--- config.mk ---
export PLATFORM = sky130hd
export DESIGN_NAME = mem_port_arbiter_flat
export DESIGN_NICKNAME = d
export VERILOG_FILES = /design/src/rtl/mem_arb_pkg.sv /design/src/rtl/mem_port_arbiter_if.sv /design/src/rtl/rr_arbiter2.sv /design/src/rtl/mem_port_arbiter.sv /design/src/flat_wrapper.sv
export SDC_FILE = /design/constraint.sdc
export NUM_CORES = 1
export LEC_CHECK = 0
export CORE_MARGIN = 2
export CORE_UTILIZATION = 37
export DETAILED_ROUTE_END_ITERATION = 8
export PLACE_DENSITY = 0.78
export SLEW_MARGIN = 20
export SYNTH_ARGS = -nofsm -noshare
export SYNTH_HDL_FRONTEND = slang
export SYNTH_HIERARCHICAL = 1
export SYNTH_SLANG_ARGS = --single-unit
--- constraint.sdc ---
create_clock -name clk -period 1.8 [get_ports clk]
set_input_delay 0.18 -clock clk [delete_from_list [all_inputs] [get_ports clk]]
set_output_delay 0.18 -clock clk [all_outputs]
set_load 0.005 [all_outputs]
--- src/rtl/mem_arb_pkg.sv ---
// Shared definitions for the unified memory port arbiter: FSM states, port
// indices and the wait counter width.
package mem_arb_pkg;

   typedef enum logic [1:0] {
      ST_IDLE  = 2'd0,
      ST_ISSUE = 2'd1,
      ST_WAIT  = 2'd2,
      ST_DONE  = 2'd3
   } state_e;

   localparam logic PORT_CORE = 1'b0;
   localparam logic PORT_DMA  = 1'b1;

   // Wide enough for MEM_LATENCY-1 with MEM_LATENCY up to 15
   localparam int CNT_W = 4;

endpackage

--- src/rtl/mem_port_arbiter_if.sv ---
// Requester-side handshake bundle: one instance per port (core, loader/DMA).
interface mem_port_arbiter_if #(
   parameter int ADDR_W = 32,
   parameter int DATA_W = 32
);
   logic              req;
   logic              we;
   logic [ADDR_W-1:0] addr;
   logic [DATA_W-1:0] wdata;
   logic              ready;
   logic [DATA_W-1:0] rdata;

   modport master (output req, we, addr, wdata, input ready, rdata);
   modport slave  (input req, we, addr, wdata, output ready, rdata);
endinterface

--- src/rtl/rr_arbiter2.sv ---
// Two-way grant logic with a last-grant pointer; the pointer resets to DMA so
// the first tie goes to the core.
module rr_arbiter2
   import mem_arb_pkg::*;
(
   input  logic       clk,
   input  logic       rst_n,
   input  logic [1:0] req,
   input  logic       advance,
   input  logic       fixed_prio,
   output logic [1:0] gnt
);

   logic last_q, last_d;

   always_comb begin
      gnt    = req;
      last_d = last_q;
      if (req == 2'b11) begin
         gnt = (fixed_prio || (last_q == PORT_DMA)) ? 2'b01 : 2'b10;
      end
      if (advance && (gnt != 2'b00)) begin
         last_d = gnt[PORT_DMA];
      end
   end

   always_ff @(posedge clk or negedge rst_n) begin
      if (!rst_n) begin
         last_q <= PORT_DMA;
      end else begin
         last_q <= last_d;
      end
   end

endmodule

--- src/rtl/mem_port_arbiter.sv ---
// Serialises core and loader accesses onto one fixed-latency synchronous
// memory; one access at a time, completion signalled by a one-cycle ready.
module mem_port_arbiter
   import mem_arb_pkg::*;
#(
   parameter int ADDR_W      = 32,
   parameter int DATA_W      = 32,
   parameter int MEM_LATENCY = 1,
   parameter int FIXED_PRIO  = 0
) (
   input  logic              clk,
   input  logic              rst_n,
   mem_port_arbiter_if.slave core,
   mem_port_arbiter_if.slave dma,
   output logic              mem_en,
   output logic              mem_we,
   output logic [ADDR_W-1:0] mem_addr,
   output logic [DATA_W-1:0] mem_wdata,
   input  logic [DATA_W-1:0] mem_rdata,
   output logic              busy
);

   state_e                 state_q, state_d;
   logic [CNT_W-1:0]       cnt_q, cnt_d;
   logic                   sel_q;
   logic                   we_q;
   logic [ADDR_W-1:0]      addr_q;
   logic [DATA_W-1:0]      wdata_q;
   logic [1:0][DATA_W-1:0] rdata_q;
   logic [1:0]             gnt;
   logic                   advance;
   logic                   capture;

   rr_arbiter2 u_arb (
      .clk        (clk),
      .rst_n      (rst_n),
      .req        ({dma.req, core.req}),
      .advance    (advance),
      .fixed_prio (FIXED_PRIO != 0),
      .gnt        (gnt)
   );

   always_comb begin
      state_d = state_q;
      cnt_d   = cnt_q;
      advance = 1'b0;
      capture = 1'b0;
      case (state_q)
         ST_IDLE: begin
            if (gnt != 2'b00) begin
               advance = 1'b1;
               state_d = ST_ISSUE;
            end
         end
         ST_ISSUE: begin
            cnt_d   = CNT_W'(MEM_LATENCY - 1);
            state_d = ST_WAIT;
         end
         ST_WAIT: begin
            if (cnt_q == '0) begin
               capture = 1'b1;
               state_d = ST_DONE;
            end else begin
               cnt_d = cnt_q - 1'b1;
            end
         end
         ST_DONE:  state_d = ST_IDLE;
         default:  state_d = ST_IDLE;
      endcase
   end

   always_ff @(posedge clk or negedge rst_n) begin
      if (!rst_n) begin
         state_q <= ST_IDLE;
         cnt_q   <= '0;
      end else begin
         state_q <= state_d;
         cnt_q   <= cnt_d;
      end
   end

   // Request fields are only sampled on the grant cycle in IDLE
   always_ff @(posedge clk or negedge rst_n) begin
      if (!rst_n) begin
         sel_q   <= PORT_CORE;
         we_q    <= 1'b0;
         addr_q  <= '0;
         wdata_q <= '0;
      end else if (advance) begin
         sel_q   <= gnt[PORT_DMA];
         we_q    <= gnt[PORT_DMA] ? dma.we    : core.we;
         addr_q  <= gnt[PORT_DMA] ? dma.addr  : core.addr;
         wdata_q <= gnt[PORT_DMA] ? dma.wdata : core.wdata;
      end
   end

   for (genvar gi = 0; gi < 2; gi++) begin : g_rdata
      always_ff @(posedge clk or negedge rst_n) begin
         if (!rst_n) begin
            rdata_q[gi] <= '0;
         end else if (capture && (sel_q == 1'(gi))) begin
            rdata_q[gi] <= mem_rdata;
         end
      end
   end

   assign mem_en     = (state_q == ST_ISSUE);
   assign mem_we     = mem_en & we_q;
   assign mem_addr   = addr_q;
   assign mem_wdata  = wdata_q;
   assign busy       = (state_q != ST_IDLE);
   assign core.ready = (state_q == ST_DONE) && (sel_q == PORT_CORE);
   assign dma.ready  = (state_q == ST_DONE) && (sel_q == PORT_DMA);
   assign core.rdata = rdata_q[PORT_CORE];
   assign dma.rdata  = rdata_q[PORT_DMA];

endmodule
--- src/flat_wrapper.sv ---
// flat-port wrapper written by rule: the top's interface ports become plain ports
module mem_port_arbiter_flat import mem_arb_pkg::*;
#(
   parameter int ADDR_W      = 32,
   parameter int DATA_W      = 32,
   parameter int MEM_LATENCY = 1,
   parameter int FIXED_PRIO  = 0
)
  (clk, rst_n, mem_en, mem_we, mem_addr, mem_wdata, mem_rdata, busy, core_req, core_we, core_addr, core_wdata, core_ready, core_rdata, dma_req, dma_we, dma_addr, dma_wdata, dma_ready, dma_rdata);
  mem_port_arbiter_if #(.ADDR_W(ADDR_W), .DATA_W(DATA_W)) core_i ();
  mem_port_arbiter_if #(.ADDR_W(ADDR_W), .DATA_W(DATA_W)) dma_i ();
  input  logic clk;
  input  logic rst_n;
  output logic mem_en;
  output logic mem_we;
  output logic [ADDR_W-1:0] mem_addr;
  output logic [DATA_W-1:0] mem_wdata;
  input  logic [DATA_W-1:0] mem_rdata;
  output logic busy;
  input wire logic [$bits(core_i.req)-1:0] core_req;
  input wire logic [$bits(core_i.we)-1:0] core_we;
  input wire logic [$bits(core_i.addr)-1:0] core_addr;
  input wire logic [$bits(core_i.wdata)-1:0] core_wdata;
  output wire logic [$bits(core_i.ready)-1:0] core_ready;
  output wire logic [$bits(core_i.rdata)-1:0] core_rdata;
  input wire logic [$bits(dma_i.req)-1:0] dma_req;
  input wire logic [$bits(dma_i.we)-1:0] dma_we;
  input wire logic [$bits(dma_i.addr)-1:0] dma_addr;
  input wire logic [$bits(dma_i.wdata)-1:0] dma_wdata;
  output wire logic [$bits(dma_i.ready)-1:0] dma_ready;
  output wire logic [$bits(dma_i.rdata)-1:0] dma_rdata;
  assign core_i.req = core_req;
  assign core_i.we = core_we;
  assign core_i.addr = core_addr;
  assign core_i.wdata = core_wdata;
  assign core_ready = core_i.ready;
  assign core_rdata = core_i.rdata;
  assign dma_i.req = dma_req;
  assign dma_i.we = dma_we;
  assign dma_i.addr = dma_addr;
  assign dma_i.wdata = dma_wdata;
  assign dma_ready = dma_i.ready;
  assign dma_rdata = dma_i.rdata;
  mem_port_arbiter #(.ADDR_W(ADDR_W), .DATA_W(DATA_W), .MEM_LATENCY(MEM_LATENCY), .FIXED_PRIO(FIXED_PRIO)) u_core (.clk(clk), .rst_n(rst_n), .core(core_i), .dma(dma_i), .mem_en(mem_en), .mem_we(mem_we), .mem_addr(mem_addr), .mem_wdata(mem_wdata), .mem_rdata(mem_rdata), .busy(busy));
endmodule
==> impl_metrics.env, run 1 <==
export IMPL_status="finished clean"
export IMPL_reg2reg_slack_ps=9
export IMPL_die_h_um=132
export IMPL_cts_buffers=17
export IMPL_dr_total_vias=4881
export IMPL_cp_arrival_ps=2080
export IMPL_layout_nets=975
export IMPL_fin_crit_ps=1790
export IMPL_p_clk_share_pct=20.9
export IMPL_rows=46
export IMPL_switchingPower_w=0.00485
export IMPL_yosysTopAreaCell="dfrtp_1"
export IMPL_clk_pin_slew_ps=60
export IMPL_final_common_cell="clkdlybuf4s50_1"
export IMPL_crit_path_end_kind="flop"
export IMPL_grt_usage_pct=20.6
export IMPL_finalWirelength_um=18000
export IMPL_hold_slack_ps=275
export IMPL_place_ws_ps=-76.1
export IMPL_peakVddDrop_mv=0.640
export IMPL_synthTopCellsByArea="dfrtp_1, mux2i_1, mux2_4"
export IMPL_grt_pass1_vias=5188
export IMPL_fin_worst_skew_ps=7.34
export IMPL_max_freq_mhz=558
export IMPL_clk_latency_ps=410
export IMPL_post_drt_wl_per_cell_um=17.5
export IMPL_drive_above_1_share_pct=18.2
export IMPL_p_seq_share_pct=33.4
export IMPL_drt_first_pass_iters=4
export IMPL_slew_limit_headroom_pct=65.3
export IMPL_hp_class="in -> async"
export IMPL_synthFlopType="dfrtp_1"
export IMPL_port_buffers=298
export IMPL_worstSetupPathType="reg -> reg"
export IMPL_synth_edf_count=0
export IMPL_synth_top_area_share_pct=56.4
export IMPL_die_area_sq_um=17300
export IMPL_hold_violations=0
export IMPL_grt_antenna_before_repair=0
export IMPL_area_growth_pct=68.5
export IMPL_cts_max_path_buffers=2
export IMPL_startpoint_type="flop"
export IMPL_dp_cells=989
export IMPL_critical_path_required_ps=2090
export IMPL_htreeDepth=4
export IMPL_grt_max_degree=81
export IMPL_start_util_pct=38.0
export IMPL_place_congestion=0.789
export IMPL_hpwl_um=13400
export IMPL_multi_input_comb_area_sq_um=2460
export IMPL_yosys_warnings=6
export IMPL_rr_endpoint="u_core/core.rdata[9]"
export IMPL_worst_r2r_path_depth=7
export IMPL_synth_cells=476
export IMPL_clockRootBuffer="clkbuf_16"
export IMPL_timing_final_ws_setup_ps=8.69
export IMPL_ios=299
export IMPL_final_cell_mix="clkdlybuf4s50_1, dfrtp_1, nand2_1"
export IMPL_min_period_over_period_pct=99.5
export IMPL_worst_pin_slew_ps=520
export IMPL_cap_viol_max_count=0
export IMPL_r2r_start="u_core/state_q[1]"
export IMPL_ant_nets=0
export IMPL_p_int_w=0.0116
export IMPL_yosysUniqueCellTypes=33
export IMPL_cts_tree="yes"
export IMPL_fillers=1226
export IMPL_clock_sinks=137
export IMPL_p_sw_share_pct=29.5
export IMPL_via_per_inst=4.74
export IMPL_antenna_cells=0
export IMPL_gr_total_overflow=0
export IMPL_coreArea_sq_um=15900
export IMPL_grt_pass1_wl_um=28000
export IMPL_rsz0062_at_grt="yes"
export IMPL_maxSlewViolCount=0
export IMPL_powerDensity_nw_per_um2=1620
export IMPL_first_iter_violations=172
export IMPL_crit_fanout=6
export IMPL_dieWidth_um=132
export IMPL_synthArstFlopShare_pct=100
export IMPL_final_cell_count_no_fill=1029
export IMPL_design_area_sq_um=10200
export IMPL_leakage_nw=4.45
export IMPL_synth_area_per_cell_sq_um=12.7
export IMPL_seqCellArea_sq_um=3430
export IMPL_drc=0
export IMPL_detailed_place_area_sq_um=9390
export IMPL_synthesis_area_sq_um=6030
export IMPL_synth_seq_cells=137
export IMPL_p_comb_share_pct=45.7
export IMPL_yosysSeqAreaShare_pct=56.9
export IMPL_setup_violations=0
-- worst max-delay path by stage --
stage / startpoint / to / cells after the start
floorplan: u_core/u_arb/last_q / u_core/u_arb/last_q / 9
global placement: core_req / u_core/state_q[1] / 7
detailed placement: core_req / u_core/state_q[1] / 7
CTS: u_core/cnt_q[0] / u_core/core.rdata[0] / 6
global route: u_core/state_q[1] / u_core/core.rdata[27] / 7
finish: u_core/state_q[1] / u_core/core.rdata[9] / 7
-- sequential cells by signal, summed over array words and instances, names as in the netlist --
name                 count
u_core/state_q           2
u_core/sel_q             1
u_core/dma.rdata        32
u_core/we_q              1
u_core/mem_addr         32
u_core/u_arb/last_q      1
u_core/mem_wdata        32
u_core/cnt_q             4
u_core/core.rdata       32
-- per-layer routing --
layer,vias up,GRT usage (%),wire length (um)
met5,-,0,0
met4,0,7.79,382
met3,24,6.83,1440
met2,234,35.9,9010
met1,2328,23.6,7140
li1,2295,-,-
-- critical path, stage by stage, from the launching register on --
cell and delay [ps]:
dfrtp_1 400, buf_6 120, ha_4 120, and4bb_1 220, nor2b_4 220, buf_12 140
clkbuf_16 150, mux2_4 300
-- final cells by class --
type,count,area share (%)
multi-input combinational,305,24.2
sequential,137,33.8
inverter,6,0.222
clock buffer,17,4.19
tap,216,2.66
clock inverter,12,1.50
timing repair buffer,336,33.5
-- logic make-up (layout without fill, tap and decap cells) --
| group | after synthesis | in the layout | synth area share (%) |
|---|---|---|---|
| compound gates | 75 | 75 | 6.60 |
| simple gates | 88 | 88 | 6.35 |
| flops | 137 | 137 | 56.9 |
| other cells | 1 | 3 | 0.0622 |
| fa+ha+maj | 6 | 6 | 1.24 |
| buf+inv | 36 | 371 | 3.53 |
| mux | 133 | 133 | 25.4 |
-- what timing repair did --
item                       in CTS  in global routing
gates cloned                    0                  3
setup endpoints to repair       9                 63
hold buffers                    1                  0
hold endpoints to repair       47                  0
setup buffers                   2                  5
gates resized for setup        14                 11
pin swaps                       0                  2
-- stage by stage --
step	total power, W	utilization [%]	TNS, ps
after floorplan	0.00835	-	0
after global placement	0.0123	59.1	-37.2
after detailed placement	0.0127	59.1	-117
after CTS	0.0163	63.1	0
after global routing	0.0174	64.0	-1160
final	0.0164	64.0	0
-- cells in the mapped netlist, drive strengths merged (2+ instances only) --
cell    number
o21ai       68
clkbuf       7
mux2i       67
inv          6
nand2       73
dfrtp      136
nor2b        2
a21oi        3
ha           6
nor3b        2
and2         3
mux2        66
nand2b       2
buf         23
-- power by group through the flow --
| stage | logic, W | clock network (W) | registers, W |
|---|---|---|---|
| 2_1_floorplan | 0.00286 | 0 | 0.00549 |
| 3_3_place_gp | 0.00695 | 0 | 0.00538 |
| 3_5_place_dp | 0.00717 | 0 | 0.00550 |
| 4_1_cts | 0.00728 | 0.00351 | 0.00548 |
| 5_1_grt | 0.00803 | 0.00367 | 0.00567 |
| 6_report | 0.00750 | 0.00344 | 0.00548 |
(Power assumes the default switching activity.)
==> run 2: changes to the inputs <==
- GPL_TIMING_DRIVEN: default -> 1
- RECOVER_POWER: default -> 50
==> run 2 against run 1 <==
Compared with the run above:
- die area unchanged
- worst setup slack about the same
- clock-buffer cell count unchanged
- register-to-register slack about the same
- critical endpoint unchanged
- largest power group unchanged
==> impl_metrics.env, run 2 (synthesis gave the netlist of run 1 again) <==
export IMPL_status="finished clean"
export IMPL_htreeDepth=4
export IMPL_gr_total_overflow=0
export IMPL_cts_buffers=17
export IMPL_layout_nets=975
export IMPL_via_per_inst=4.74
export IMPL_finalWirelength_um=18000
export IMPL_final_common_cell="clkdlybuf4s50_1"
export IMPL_leakage_nw=4.45
export IMPL_maxSlewViolCount=0
export IMPL_drt_first_pass_iters=4
export IMPL_clock_sinks=137
export IMPL_antenna_cells=0
export IMPL_grt_usage_pct=20.6
export IMPL_dieWidth_um=132
export IMPL_cts_tree="yes"
export IMPL_worst_pin_slew_ps=1380
export IMPL_max_freq_mhz=558
export IMPL_clk_pin_slew_ps=60
export IMPL_peakVddDrop_mv=0.638
export IMPL_place_ws_ps=-76.1
export IMPL_drc=0
export IMPL_slowest_delay_ps=400
export IMPL_crit_fanout=6
export IMPL_hpwl_um=13400
export IMPL_grt_pass1_wl_um=28000
export IMPL_final_cell_mix="clkdlybuf4s50_1, dfrtp_1, nand2_1"
export IMPL_grt_pass1_vias=5188
export IMPL_critical_path_required_ps=2090
export IMPL_dr_total_vias=4874
export IMPL_rows=46
export IMPL_fin_worst_skew_ps=7.70
export IMPL_cp_arrival_ps=2080
export IMPL_setup_violations=0
export IMPL_grt_antenna_before_repair=0
export IMPL_fin_crit_ps=1790
export IMPL_grt_max_degree=81
export IMPL_worstSetupPathType="reg -> reg"
export IMPL_path_cells="buf_6, ha_4, and4bb_1, nor2b_4, buf_12, clkbuf_16, mux2_4"
export IMPL_crit_path_end_kind="flop"
export IMPL_die_h_um=132
export IMPL_final_cell_count_no_fill=1029
export IMPL_place_congestion=0.789
export IMPL_area_growth_pct=68.3
export IMPL_timing_final_ws_setup_ps=8.66
export IMPL_cts_max_path_buffers=2
export IMPL_cp_slowest_cell="dfrtp_1"
export IMPL_slew_limit_headroom_pct=7.77
export IMPL_powerDensity_nw_per_um2=1610
export IMPL_min_period_over_period_pct=99.5
export IMPL_hp_class="in -> reg"
export IMPL_coreArea_sq_um=15900
export IMPL_cap_viol_max_count=0
export IMPL_start_util_pct=38.0
export IMPL_final_core_utilization_pct=63.9
export IMPL_drive_above_1_share_pct=18.1
export IMPL_clk_latency_ps=410
export IMPL_rsz0062_at_grt="yes"
export IMPL_die_area_sq_um=17300
export IMPL_ant_nets=0
export IMPL_post_drt_wl_per_cell_um=17.5
export IMPL_hold_violations=0
export IMPL_clockRootBuffer="clkbuf_16"
export IMPL_ios=299
export IMPL_dp_cells=989
export IMPL_port_buffers=298
export IMPL_startpoint_type="flop"
export IMPL_first_iter_violations=183
run 2: cell types whose count changed in the layout (fill, tap and decap cells not counted), sizes merged:
cell | previous run | this run
buf | 36 | 34
clkdlybuf4s50 | 292 | 288
dlygate4sd3 | 1 | 5
clkbuf | 21 | 23
run 2: final cells by class:
cell class / instances / area (sq um)
Fill cell: 1230 / 5730
Sequential cell: 137 / 3430
Timing Repair Buffer: 336 / 3390
Multi-Input combinational cell: 305 / 2460
Clock buffer: 17 / 425
Tap cell: 216 / 270
Clock inverter: 12 / 153
Inverter: 6 / 22.5
run 2: report_power, final:
group	total [W]	switching (W)	internal [W]
Clock	0.00343	0.00128	0.00215
Combinational	0.00748	0.00268	0.00479
Sequential	0.00548	0.000884	0.00460
run 2: per-stage QoR:
stage / TNS, ps / area [sq um] / hold slack (ps) / power (W)
after detailed placement: -117 / 9390 / 164 / 0.0127
final: 0 / 10200 / 369 / 0.0164
after CTS: 0 / 10000 / 287 / 0.0163
after global routing: -1750 / 10200 / 385 / 0.0173
after global placement: -37.2 / 9390 / 154 / 0.0123
after floorplan: 0 / 6060 / -116 / 0.00835
run 2: what timing repair did:
item                                   4_1_cts  5_1_grt
gates resized for setup                     14       11
gates cloned                                 0        3
setup endpoints to repair                    9       63
buffers inserted                             2        5
endpoints found under the hold margin       47        0
pin swaps                                    0        2
hold buffers                                 1        0
run 2: layer usage:
layer  vias up  GRT usage (%)  wire, um
met5         -              0         0
met3        25           6.83      1450
li1       2296              -         -
met1      2321           23.6      7130
met4         0           7.79       390
met2       232           35.9      8990
run 2: final timing paths:
kind	slack, ps	end	cells after the start	startpoint
setup / recovery	9	u_core/core.rdata[9]	7	u_core/state_q[1]
hold / removal	370	u_core/u_arb/last_q	2	core_req
setup reg to reg	9	u_core/core.rdata[9]	7	u_core/state_q[1]
hold reg to reg	480	u_core/mem_addr[19]	2	u_core/mem_addr[19]
max in group asynchronous	250	u_core/dma.rdata[16]	3	rst_n
min in group asynchronous	610	u_core/mem_addr[6]	2	rst_n
run 2: critical path: cells and delay by family (launching register included):
| family | cells | cell delay, ps |
|---|---|---|
| and+or+nand+nor | 2 | 440 |
| muxes | 1 | 300 |
| DFF | 1 | 400 |
| buffers and inverters | 3 | 410 |
| adders and majority gates | 1 | 120 |
==> run 3: changes to the inputs <==
- CELL_PAD_IN_SITES_DETAIL_PLACEMENT: default -> 0
- CELL_PAD_IN_SITES_GLOBAL_PLACEMENT: default -> 2
- CORE_UTILIZATION: 37 -> 22
- PLACE_DENSITY: 0.78 -> default
- PLACE_DENSITY_LB_ADDON: default -> 0.1
==> run 3 against run 2 <==
Compared with the run above:
- first-iteration DRC count decreased by 23%
- clock power increased by 4%
- die area increased by 66%
- wire length increased by 10%
- clock-buffer cell count unchanged
- flip-flop and latch count unchanged
- critical path type unchanged
- final area increased by 5.0%
- register-to-register slack improved by 20 ps
- sequential power decreased by 1%
- combinational power increased by 5.2%
==> impl_metrics.env, run 3 (synthesis gave the netlist of run 1 again) <==
export IMPL_dieWidth_um=170
export IMPL_post_drt_wl_per_cell_um=17.0
export IMPL_grt_usage_pct=12.9
export IMPL_via_per_inst=4.13
export IMPL_grt_pass1_wl_um=28200
export IMPL_setup_tns_ps=0
export IMPL_max_freq_mhz=566
export IMPL_endpoint="u_core/core.rdata[13]"
export IMPL_crit_path_end_kind="flop"
export IMPL_drive_above_1_share_pct=19.4
export IMPL_r2r_start="u_core/cnt_q[1]"
export IMPL_slew_limit_headroom_pct=35.8
export IMPL_cts_tree="yes"
export IMPL_path_cells="inv_1, ha_2, and4bb_1, nor2b_4, buf_12, clkbuf_16, mux2_4"
export IMPL_rr_endpoint="u_core/core.rdata[13]"
export IMPL_area_growth_pct=76.6
export IMPL_path_buf_inv=3
export IMPL_cts_buffers=17
export IMPL_cp_slowest_cell="dfrtp_1"
export IMPL_peakVddDrop_mv=0.600
export IMPL_critical_path_required_ps=2090
export IMPL_antenna_cells=0
export IMPL_cp_startpoint="u_core/cnt_q[1]"
export IMPL_worstSetupPathType="reg -> reg"
export IMPL_path_delay_family="simple AND/OR/NAND/NOR gates"
export IMPL_drt_first_pass_iters=4
export IMPL_layout_nets=985
export IMPL_grt_pass1_vias=5051
export IMPL_die_h_um=170
export IMPL_drc=0
export IMPL_dp_cells=1120
export IMPL_worst_r2r_path_depth=7
export IMPL_maxSlewViolCount=0
export IMPL_port_buffers=298
export IMPL_grt_max_degree=43
export IMPL_setup_violations=0
export IMPL_finalWirelength_um=19800
export IMPL_grt_antenna_before_repair=0
export IMPL_hpwl_um=14200
export IMPL_min_period_over_period_pct=98.2
export IMPL_ant_nets=0
export IMPL_clk_pin_slew_ps=60
export IMPL_clockRootBuffer="clkbuf_16"
export IMPL_final_core_utilization_pct=39.5
export IMPL_slowest_delay_ps=370
export IMPL_fin_worst_skew_ps=8.29
export IMPL_clk_latency_ps=420
export IMPL_die_area_sq_um=28800
export IMPL_final_cell_count_no_fill=1166
export IMPL_cts_max_path_buffers=2
export IMPL_coreArea_sq_um=27000
export IMPL_place_congestion=0.722
export IMPL_hold_violations=0
export IMPL_first_iter_violations=140
export IMPL_hp_class="in -> reg"
export IMPL_reg2reg_slack_ps=30
export IMPL_min_path_cells=2
export IMPL_worst_pin_slew_ps=964
export IMPL_startpoint_type="flop"
export IMPL_start_util_pct=22.4
export IMPL_clock_sinks=137
export IMPL_rsz0062_at_grt="yes"
export IMPL_final_common_cell="clkdlybuf4s50_1"
export IMPL_cp_arrival_ps=2060
export IMPL_crit_fanout=8
export IMPL_cap_viol_max_count=0
export IMPL_powerDensity_nw_per_um2=1580
export IMPL_gr_total_overflow=0
export IMPL_leakage_nw=4.63
export IMPL_status="finished clean"
export IMPL_final_cell_mix="clkdlybuf4s50_1, dfrtp_1, nand2_1"
export IMPL_cp_depth=7
export IMPL_fin_crit_ps=1770
export IMPL_rows=60
export IMPL_dr_total_vias=4810
export IMPL_ios=299
export IMPL_htreeDepth=4
[run 3: cell types whose count changed in the layout (fill, tap and decap cells not counted), sizes merged, moves of 2 or more]
cell / change
buf: +3
dlygate4sd3: +33
clkdlybuf4s50: -33
clkbuf: +5
dlygate4sd2: +3
clkinvlp: -2
clkinv: +4
[run 3: where the power goes]
part	total (W)	leakage [nW]	switching, W	internal (W)
logic	0.00787	2.68	0.00282	0.00505
registers	0.00540	1.66	0.000807	0.00459
clock network	0.00358	0.289	0.00140	0.00218
[run 3: timing repair]
| item | 4_1_cts | 5_1_grt |
|---|---|---|
| hold buffers | 1 | 0 |
| hold endpoints to repair | 31 | 0 |
| setup endpoints to repair | 20 | 51 |
| cloned | 0 | 10 |
| resized for setup | 9 | 18 |
| pin swaps | 0 | 4 |
| setup buffers | 0 | 5 |
[run 3: metal layers]
metal  routed length (um)  GRT usage, %  up-vias  part of all wire (%)
li1                     -             -     2323                     -
met1                 8460          15.7     2260                    43
met2                 9350          20.6      212                    47
met3                 1770          5.53       15                   9.0
met4                  206          4.16        0                   1.0
met5                    0             0        -                     0
[run 3: area by class of cell]
cell class                 count  area [sq um]
clock buffer                  17           425
multi-input combinational    305          2460
tap                          341           427
timing repair buffer         346          3710
clock inverter                14           173
inverter                       6          22.5
fill                        2586         16300
sequential                   137          3430
[run 3: through the flow]
stage	hold slack, ps	setup slack (ps)	total power [W]	cell area, sq um
final	352	33.1	0.0169	10700
after global routing	341	-31.4	0.0179	10700
after CTS	220	-45.6	0.0166	10300
after detailed placement	107	-68.1	0.0129	9690
after global placement	100	-33.0	0.0128	9690
after floorplan	-116	1.20	0.00835	6060
[run 3: worst reg2reg max path, stage by stage, from the launching register on]
cell	delay, ps
dfrtp_1	370
inv_1	60
ha_2	180
and4bb_1	240
nor2b_4	180
buf_12	140
clkbuf_16	180
mux2_4	310
[run 3: how the worst min path moves through the flow]
stage	from	slack, ps	endpoint
after global routing	core_req	340	u_core/u_arb/last_q
after detailed placement	rst_n	110	u_core/core.rdata[16]
final	core_req	350	u_core/u_arb/last_q
after CTS	rst_n	220	u_core/core.rdata[16]
after global placement	rst_n	100	u_core/core.rdata[19]
after floorplan	rst_n	-120	u_core/cnt_q[0]
